$ cat config.mk
export PLATFORM = sky130hd
export DESIGN_NAME = reg_writeback_flat
export DESIGN_NICKNAME = d
export VERILOG_FILES = /design/src/rtl/reg_writeback_if.sv /design/src/rtl/reg_writeback.sv /design/src/flat_wrapper.sv
export SDC_FILE = /design/constraint.sdc
export NUM_CORES = 1
export LEC_CHECK = 0
export ABC_AREA = 1
export CORE_MARGIN = 1
export CORE_UTILIZATION = 45
export CTS_CLUSTER_SIZE = 24
export DETAILED_ROUTE_END_ITERATION = 10
export HOLD_SLACK_MARGIN = 0.02
export MAX_ROUTING_LAYER = met4
export PLACE_DENSITY_LB_ADDON = 0.12
export SYNTH_ARGS = -nofsm -noshare
export SYNTH_HDL_FRONTEND = slang
export SYNTH_SLANG_ARGS = --single-unit
$ cat constraint.sdc
create_clock -name clk -period 5.3 [get_ports clk]
set_input_delay 0.795 -clock clk [delete_from_list [all_inputs] [get_ports clk]]
set_output_delay 0.795 -clock clk [all_outputs]
set_load 0.05 [all_outputs]
$ cat src/rtl/reg_writeback_if.sv
// reg_writeback_if
// Groups the writeback block's traffic into one bundle:
//   - ALU result input (alu_valid/alu_rd/alu_data)
//   - load issue notification (ld_issue/ld_issue_rd)
//   - load response handshake (ld_valid/ld_ready/ld_rd/ld_data)
//   - register file write port (reg_write/write_reg/write_data)
//   - status (busy scoreboard, fifo_count, sb_err)
// Modports:
//   - master: the surrounding pipeline, which drives results and consumes status.
//   - slave: the writeback block itself.
interface reg_writeback_if #(
  parameter int DATA_WIDTH = 32,
  parameter int ADDR_WIDTH = 5,
  parameter int FIFO_DEPTH = 4
);
  localparam int CNT_WIDTH = $clog2(FIFO_DEPTH) + 1;
  localparam int NUM_REGS  = 2 ** ADDR_WIDTH;

  logic                  alu_valid;
  logic [ADDR_WIDTH-1:0] alu_rd;
  logic [DATA_WIDTH-1:0] alu_data;
  logic                  ld_issue;
  logic [ADDR_WIDTH-1:0] ld_issue_rd;
  logic                  ld_valid;
  logic                  ld_ready;
  logic [ADDR_WIDTH-1:0] ld_rd;
  logic [DATA_WIDTH-1:0] ld_data;
  logic                  reg_write;
  logic [ADDR_WIDTH-1:0] write_reg;
  logic [DATA_WIDTH-1:0] write_data;
  logic [NUM_REGS-1:0]   busy;
  logic [CNT_WIDTH-1:0]  fifo_count;
  logic                  sb_err;

  modport master (
    output alu_valid, alu_rd, alu_data,
    output ld_issue, ld_issue_rd,
    output ld_valid, ld_rd, ld_data,
    input  ld_ready,
    input  reg_write, write_reg, write_data,
    input  busy, fifo_count, sb_err
  );

  modport slave (
    input  alu_valid, alu_rd, alu_data,
    input  ld_issue, ld_issue_rd,
    input  ld_valid, ld_rd, ld_data,
    output ld_ready,
    output reg_write, write_reg, write_data,
    output busy, fifo_count, sb_err
  );
endinterface

$ cat src/rtl/reg_writeback.sv
// reg_writeback
// Drives the register file write port from two sources: single-cycle ALU
// results, which always win, and load responses, which are buffered in a
// small circular FIFO and drained whenever the ALU is not writing. A per-
// register scoreboard tracks outstanding loads for hazard logic, and a
// sticky error flag records scoreboard protocol violations.
// Ports:
//   - clk: clock, all state updates on posedge.
//   - rst: synchronous active-high reset.
//   - bus: reg_writeback_if.slave carrying the ALU/load inputs, the
//     registered register file write port and the status outputs.
module reg_writeback #(
  parameter int DATA_WIDTH = 32,
  parameter int ADDR_WIDTH = 5,
  parameter int FIFO_DEPTH = 4
) (
  input  logic            clk,
  input  logic            rst,
  reg_writeback_if.slave  bus
);
  localparam int PTR_WIDTH = $clog2(FIFO_DEPTH);
  localparam int CNT_WIDTH = PTR_WIDTH + 1;
  localparam int NUM_REGS  = 2 ** ADDR_WIDTH;

  logic [ADDR_WIDTH-1:0] fifo_rd_mem   [FIFO_DEPTH];
  logic [DATA_WIDTH-1:0] fifo_data_mem [FIFO_DEPTH];

  logic [PTR_WIDTH-1:0]  wr_ptr_q, wr_ptr_d;
  logic [PTR_WIDTH-1:0]  rd_ptr_q, rd_ptr_d;
  logic [CNT_WIDTH-1:0]  count_q, count_d;
  logic                  reg_write_q, reg_write_d;
  logic [ADDR_WIDTH-1:0] write_reg_q, write_reg_d;
  logic [DATA_WIDTH-1:0] write_data_q, write_data_d;
  logic [NUM_REGS-1:0]   busy_q, busy_d;
  logic                  sb_err_q, sb_err_d;

  logic                  ld_ready;
  logic                  accept;
  logic                  alu_wr;
  logic                  pop;
  logic                  pop_wr;
  logic [ADDR_WIDTH-1:0] head_rd;
  logic [DATA_WIDTH-1:0] head_data;
  logic [NUM_REGS-1:0]   set_mask;
  logic [NUM_REGS-1:0]   clr_mask;

  // Handshake and arbitration. An ALU write to x0 is a no-op, so it does not
  // steal the write port from the FIFO; a popped entry for x0 is discarded.
  assign ld_ready  = !rst && (count_q != CNT_WIDTH'(FIFO_DEPTH));
  assign accept    = bus.ld_valid && ld_ready;
  assign alu_wr    = bus.alu_valid && (bus.alu_rd != '0);
  assign pop       = !alu_wr && (count_q != '0);
  assign head_rd   = fifo_rd_mem[rd_ptr_q];
  assign head_data = fifo_data_mem[rd_ptr_q];
  assign pop_wr    = pop && (head_rd != '0);

  // Next register file write. Index and data hold when nothing is written.
  always_comb begin
    reg_write_d  = 1'b0;
    write_reg_d  = write_reg_q;
    write_data_d = write_data_q;
    if (alu_wr) begin
      reg_write_d  = 1'b1;
      write_reg_d  = bus.alu_rd;
      write_data_d = bus.alu_data;
    end else if (pop_wr) begin
      reg_write_d  = 1'b1;
      write_reg_d  = head_rd;
      write_data_d = head_data;
    end
  end

  // FIFO bookkeeping. Depth is a power of two, so the pointers wrap naturally.
  always_comb begin
    wr_ptr_d = wr_ptr_q + PTR_WIDTH'(accept);
    rd_ptr_d = rd_ptr_q + PTR_WIDTH'(pop);
    count_d  = count_q + CNT_WIDTH'(accept) - CNT_WIDTH'(pop);
  end

  // Scoreboard update and protocol checks. A set on the same edge as a clear
  // of the same register wins, since the newer load is still outstanding.
  always_comb begin
    set_mask = '0;
    clr_mask = '0;
    if (bus.ld_issue && (bus.ld_issue_rd != '0)) begin
      set_mask[bus.ld_issue_rd] = 1'b1;
    end
    if (pop_wr) begin
      clr_mask[head_rd] = 1'b1;
    end
    busy_d    = (busy_q & ~clr_mask) | set_mask;
    busy_d[0] = 1'b0;

    sb_err_d = sb_err_q;
    if ((set_mask != '0) && busy_q[bus.ld_issue_rd] && !clr_mask[bus.ld_issue_rd]) begin
      sb_err_d = 1'b1;
    end
    if (alu_wr && busy_q[bus.alu_rd]) begin
      sb_err_d = 1'b1;
    end
    if (pop_wr && !busy_q[head_rd]) begin
      sb_err_d = 1'b1;
    end
  end

  // Entry storage needs no reset: nothing is read until count shows it valid.
  always_ff @(posedge clk) begin
    if (accept) begin
      fifo_rd_mem[wr_ptr_q]   <= bus.ld_rd;
      fifo_data_mem[wr_ptr_q] <= bus.ld_data;
    end
  end

  always_ff @(posedge clk) begin
    if (rst) begin
      wr_ptr_q     <= '0;
      rd_ptr_q     <= '0;
      count_q      <= '0;
      reg_write_q  <= 1'b0;
      write_reg_q  <= '0;
      write_data_q <= '0;
      busy_q       <= '0;
      sb_err_q     <= 1'b0;
    end else begin
      wr_ptr_q     <= wr_ptr_d;
      rd_ptr_q     <= rd_ptr_d;
      count_q      <= count_d;
      reg_write_q  <= reg_write_d;
      write_reg_q  <= write_reg_d;
      write_data_q <= write_data_d;
      busy_q       <= busy_d;
      sb_err_q     <= sb_err_d;
    end
  end

  assign bus.ld_ready   = ld_ready;
  assign bus.reg_write  = reg_write_q;
  assign bus.write_reg  = write_reg_q;
  assign bus.write_data = write_data_q;
  assign bus.busy       = busy_q;
  assign bus.fifo_count = count_q;
  assign bus.sb_err     = sb_err_q;
endmodule

$ cat src/flat_wrapper.sv
// flat-port wrapper written by rule: the top's interface ports become plain ports
module reg_writeback_flat 
#(
  parameter int DATA_WIDTH = 32,
  parameter int ADDR_WIDTH = 5,
  parameter int FIFO_DEPTH = 4
)
  (clk, rst, bus_alu_valid, bus_alu_rd, bus_alu_data, bus_ld_issue, bus_ld_issue_rd, bus_ld_valid, bus_ld_rd, bus_ld_data, bus_ld_ready, bus_reg_write, bus_write_reg, bus_write_data, bus_busy, bus_fifo_count, bus_sb_err);
  reg_writeback_if #(.DATA_WIDTH(DATA_WIDTH), .ADDR_WIDTH(ADDR_WIDTH), .FIFO_DEPTH(FIFO_DEPTH)) bus_i ();
  input  logic clk;
  input  logic rst;
  input wire logic [$bits(bus_i.alu_valid)-1:0] bus_alu_valid;
  input wire logic [$bits(bus_i.alu_rd)-1:0] bus_alu_rd;
  input wire logic [$bits(bus_i.alu_data)-1:0] bus_alu_data;
  input wire logic [$bits(bus_i.ld_issue)-1:0] bus_ld_issue;
  input wire logic [$bits(bus_i.ld_issue_rd)-1:0] bus_ld_issue_rd;
  input wire logic [$bits(bus_i.ld_valid)-1:0] bus_ld_valid;
  input wire logic [$bits(bus_i.ld_rd)-1:0] bus_ld_rd;
  input wire logic [$bits(bus_i.ld_data)-1:0] bus_ld_data;
  output wire logic [$bits(bus_i.ld_ready)-1:0] bus_ld_ready;
  output wire logic [$bits(bus_i.reg_write)-1:0] bus_reg_write;
  output wire logic [$bits(bus_i.write_reg)-1:0] bus_write_reg;
  output wire logic [$bits(bus_i.write_data)-1:0] bus_write_data;
  output wire logic [$bits(bus_i.busy)-1:0] bus_busy;
  output wire logic [$bits(bus_i.fifo_count)-1:0] bus_fifo_count;
  output wire logic [$bits(bus_i.sb_err)-1:0] bus_sb_err;
  assign bus_i.alu_valid = bus_alu_valid;
  assign bus_i.alu_rd = bus_alu_rd;
  assign bus_i.alu_data = bus_alu_data;
  assign bus_i.ld_issue = bus_ld_issue;
  assign bus_i.ld_issue_rd = bus_ld_issue_rd;
  assign bus_i.ld_valid = bus_ld_valid;
  assign bus_i.ld_rd = bus_ld_rd;
  assign bus_i.ld_data = bus_ld_data;
  assign bus_ld_ready = bus_i.ld_ready;
  assign bus_reg_write = bus_i.reg_write;
  assign bus_write_reg = bus_i.write_reg;
  assign bus_write_data = bus_i.write_data;
  assign bus_busy = bus_i.busy;
  assign bus_fifo_count = bus_i.fifo_count;
  assign bus_sb_err = bus_i.sb_err;
  reg_writeback #(.DATA_WIDTH(DATA_WIDTH), .ADDR_WIDTH(ADDR_WIDTH), .FIFO_DEPTH(FIFO_DEPTH)) u_core (.clk(clk), .rst(rst), .bus(bus_i));
endmodule
Word level (Yosys, flattened, before mapping). Memory sizes are Yosys's and may differ from the RTL's. A register that Yosys moved wholly into a read port is not among the register bits. Index checks and enable logic that the tools add are counted.

Memories: 2. Bits of input ports: 84. Flip-flop bits (word level): 78. Bits in writable memories: 148.

Memories: u_core.fifo_data_mem (depth 4, bits a word 32, read ports 1, clocked after Yosys merged registers in 1, write ports 1, line reg_writeback.sv:26) `logic [DATA_WIDTH-1:0] fifo_data_mem [FIFO_DEPTH];`; u_core.fifo_rd_mem (depth 4, bits a word 5, read ports 1, clocked after Yosys merged registers in 1, write ports 1, line reg_writeback.sv:25) `logic [ADDR_WIDTH-1:0] fifo_rd_mem [FIFO_DEPTH];`.

Reductions and logical operators: 23. Add/subtract/negate cells: 4. Mux-type cells: 27. Equality and inequality tests: 1. Order comparisons: 5. Bitwise logic cells: 3.

Operators with widths (number): two-way mux 32 bit (4); bitwise AND 32 bit (1); inverter 32 bit (1); OR 32 bit (1); nonzero test 32 bit (1); binary-select mux 1 bit (select 5 bit) (4); less-than comparator 5 x 6 -> 1 bit, second input constant (3); nonzero test 5 bit (3); two-way mux 1 bit (13); logical AND 1 bit (12); demux 1 bit (select 5 bit) (2); greater-or-equal comparator 5 x 1 -> 1 bit, second input constant (2); two-way mux 5 bit (2); nonzero test 3 bit (2); adder 2 x 1 -> 2 bit (2); zero test 1 bit (4); two-way mux 2 bit (2); adder 3 x 1 -> 3 bit (1); != test 3 bit, second input constant (1); subtractor 3 x 1 -> 3 bit (1); nonzero test 2 bit (1).

Logic depth before layout (Yosys ltp).
Depth after elaboration: 13. Gate-level depth with buffers: 18.

Worst setup path after synthesis. No wires, ideal clock.

Kind: in2reg. Start: in rst. End: mem u_core.fifo_data_mem[0][0], enable pin. Path slack: 160 ps. Library setup time: 478 ps. Data arrival time: 4663 ps. Path buffers: 1. Stages on the path: 4. Cells stage by stage: clkbuf_1 a31oi_1 nand2_1 nor3_1.

Word-level cells in the longest chain between the ends: 5.

RTL lines: start, declared (line flat_wrapper.sv:11) `input logic rst;`; zero test 1 bit (line reg_writeback.sv:49) `assign ld_ready = !rst && (count_q != CNT_WIDTH'(FIFO_DEPTH));`; logical AND 1 bit (line reg_writeback.sv:49); named net bus_ld_ready (line flat_wrapper.sv:20) `output wire logic [$bits(bus_i.ld_ready)-1:0] bus_ld_ready;`; logical AND 1 bit (line reg_writeback.sv:50) `assign accept = bus.ld_valid && ld_ready;`; two-way mux 1 bit (line reg_writeback.sv:108) `if (accept) begin`; two-way mux 1 bit (not written as such) (line reg_writeback.sv:110) `fifo_data_mem[wr_ptr_q] <= bus.ld_data;`; end, declared (line reg_writeback.sv:26).

The timed path passes the listed nets, and every way through them passes these cells.

Worst setup path after layout.
Start: in bus_alu_rd[0]. End: reg u_core.count_q[2], in the netlist u_core.bus.fifo_count[2].

Word-level cells in the longest chain between the ends: 5.

RTL lines: start, declared (line flat_wrapper.sv:13) `input wire logic [$bits(bus_i.alu_rd)-1:0] bus_alu_rd;`; nonzero test 5 bit (line reg_writeback.sv:51) `assign alu_wr = bus.alu_valid && (bus.alu_rd != '0);`; logical AND 1 bit (line reg_writeback.sv:51); zero test 1 bit (line reg_writeback.sv:52) `assign pop = !alu_wr && (count_q != '0);`; logical AND 1 bit (line reg_writeback.sv:52); subtractor 3 x 1 -> 3 bit (line reg_writeback.sv:77) `count_d = count_q + CNT_WIDTH'(accept) - CNT_WIDTH'(pop);`; end signal, assigned (line reg_writeback.sv:127) `count_q <= count_d;`; end, declared (line reg_writeback.sv:30) `logic [CNT_WIDTH-1:0] count_q, count_d;`.

Every way passes these cells. A chain may end at the register's enable or synchronous reset.

==> impl_metrics.env <==
export IMPL_fp_dieW_microns=153
export IMPL_grt_max_degree=78
export IMPL_clock_sinks=225
export IMPL_skew_ns=0.0217
export IMPL_powerDensity_mw_per_mm2=435
export IMPL_antenna_found_initial=0
export IMPL_synthFlopType="edfxtp_1"
export IMPL_rsz0062_at_grt="no"
export IMPL_fp_row_count=54
export IMPL_setup_viol=0
export IMPL_synth_largest_area_cell="edfxtp_1"
export IMPL_dieArea_sq_mm=0.0235
export IMPL_vias=8543
export IMPL_cts_resized=0
export IMPL_ir_worst_vdd_mv=0.324
export IMPL_worst_pin_slew_ns=1.11
export IMPL_hold_violations=0
export IMPL_core_area_sq_mm=0.0222
export IMPL_synth_seq_cells=225
export IMPL_drtPass1Iterations=5
export IMPL_avgSynthCellArea_sq_um=9.35
export IMPL_final_nets=1326
export IMPL_synth_most_common_cell="nand2_1"
export IMPL_largest_register_ff_count=128
export IMPL_maxSlewHeadroom_pct=25.7
export IMPL_dpl_hpwl_microns=18200
export IMPL_drtIter0Drc=765
export IMPL_arrival_ns=3.55
export IMPL_fmax_mhz=314
export IMPL_p_leak_uw=0.00460
export IMPL_postCtsHoldBufs=0
export IMPL_fp_dieH_microns=153
export IMPL_status="completed"
export IMPL_grt_use_total_pct=24.9
export IMPL_cap_violations=0
export IMPL_drc=0
export IMPL_initial_core_util_pct=46.5
export IMPL_synth_top_area_share_pct=43.1
export IMPL_worstPathRequired_ns=5.66
export IMPL_clockRootBuffer="clkbuf_16"
export IMPL_layout_drive_gt1_share_pct=7.97
export IMPL_cts_tree="built"
export IMPL_fin_area_sq_mm=0.0128
export IMPL_cts_setup_buffers=0
export IMPL_wl_microns=28200
export IMPL_syn_num_nets=1191
export IMPL_grt_pass1_vias=8075
export IMPL_start_kind="primary input"
export IMPL_final_core_util_pct=57.9
export IMPL_antenna_left=0
export IMPL_ys_seq_area_share_pct=58.1
export IMPL_syn_inst=1102
export IMPL_syn2layout_area_growth_pct=24.6
export IMPL_gp_congestion=1.00
export IMPL_clk_pin_slew_ns=0.06
export IMPL_netlist_area_sq_mm=0.0103
export IMPL_io_buffers=157
export IMPL_yosysUniqueCellTypes=47
export IMPL_preCtsSetupSlack_ns=1.60
export IMPL_ys_async_sr_fraction_pct=0
export IMPL_setup_ws_ns=2.12
export IMPL_final_max_slew_viol_count=0
export IMPL_timing_hold_ws_ns=0.480
export IMPL_synthTopCellsByArea="edfxtp_1 (43%), dfxtp_1 (15%), nand2_1 (8.8%)"
export IMPL_wl_per_cell_microns=18.3
export IMPL_cts_buffers_inserted=24
export IMPL_h_tree_depth=1
export IMPL_overflow=0
export IMPL_synth_enable_flop_cells=148
export IMPL_hp_class="reg -> reg"
export IMPL_cp_end_kind="register"
export IMPL_fin_tns_setup_ns=0
export IMPL_fin_crit_sh_pct=60.1
export IMPL_antenna_cells=0
export IMPL_viasPerCell=5.57
export IMPL_critPathMaxFanout=14
export IMPL_grt_pass1_wl_microns=44800
export IMPL_top_register="u_core.fifo_data_mem"
export IMPL_synth_common_cells="nand2_1 (241), edfxtp_1 (148), nor2_1 (141)"
export IMPL_cts_max_path_buffers=3
export IMPL_crit_type="in -> reg"
export IMPL_fin_crit_ns=3.18
export IMPL_insertion_delay_ns=0.53
export IMPL_ios=159
export IMPL_placed_cell_area_sq_mm=0.0120
export IMPL_yosysWarnings=0
==> routing by layer <==
metal | vias to the layer above | part of all wire, % | track usage (%)
met5 | - | 0 | -
met4 | 0 | 2.7 | 7.94
met3 | 56 | 7.3 | 4.28
met2 | 336 | 46 | 38.1
met1 | 4031 | 44 | 33.7
li1 | 4120 | - | -
==> path summary, 6_finish.rpt <==
kind,from,endpoint,slack [ns],depth (start not counted)
hold / removal,u_core.bus.busy[21],u_core.bus.busy[21],0.48,2
hold reg to reg,u_core.bus.busy[21],u_core.bus.busy[21],0.48,2
setup reg to reg,u_core.rd_ptr_q[0],u_core.bus.write_data[4],2.24,12
setup / recovery,bus_alu_rd[0],u_core.bus.fifo_count[2],2.12,14
==> critical path, stage by stage <==
cell and delay, ns:
clkdlybuf4s50_1 0.76, inv_2 0.21, nand3_1 0.14, nand2_2 0.09, nand2_4 0.12, inv_1 0.15, ha_1 0.30, inv_1 0.06
ha_1 0.13, inv_1 0.04, fa_1 0.36, xor2_1 0.18, nand2_1 0.06, nor3b_1 0.13
==> kinds of logic (layout without fill, tap and decap cells) <==
family	after synthesis	count (layout)	share of synthesized area, %
compound gates	249	249	14.9
xor+xnor	3	3	0.255
fa+ha+maj	5	5	0.680
buf+inv	131	284	5.72
flops	225	225	58.1
other cells	1	1	0.0364
simple gates	488	488	20.3
==> per-stage QoR <==
step                      power [uW]  cells
final                           5590   1535
after detailed placement        3940   1491
after floorplan                 3410   1102
after global routing            5870   1535
after CTS                       5630   1535
after global placement          3930   1491
==> cells in the final DEF, fill, tap and decap left out, types with 10 or more instances in the layout <==
master,count
nand2_1,241
dfxtp_1,76
nor2_1,140
nand3_1,47
a21oi_1,42
o22ai_1,40
clkdlybuf4s50_1,156
o21ai_0,106
buf_4,13
edfxtp_1,148
inv_1,61
nor3_1,14
clkbuf_16,24
nand2_2,10
a311oi_1,27
==> final cells by class <==
| class | instances | area [sq um] |
|---|---|---|
| clock buffers | 37 | 739 |
| clock inverters | 7 | 83.8 |
| fillers | 2000 | 9320 |
| inverters | 70 | 265 |
| multi-input cells | 746 | 3750 |
| flip-flops and latches | 225 | 5990 |
| well taps | 280 | 350 |
| repair buffers | 170 | 1660 |
==> power by group <==
group          switching, uW  leakage [uW]  internal [uW]
registers               68.2       0.00197           2020
clock network            665      0.000408           1010
logic                   1300       0.00222            523
total                   2040       0.00460           3550
(Power assumes the default switching activity.)
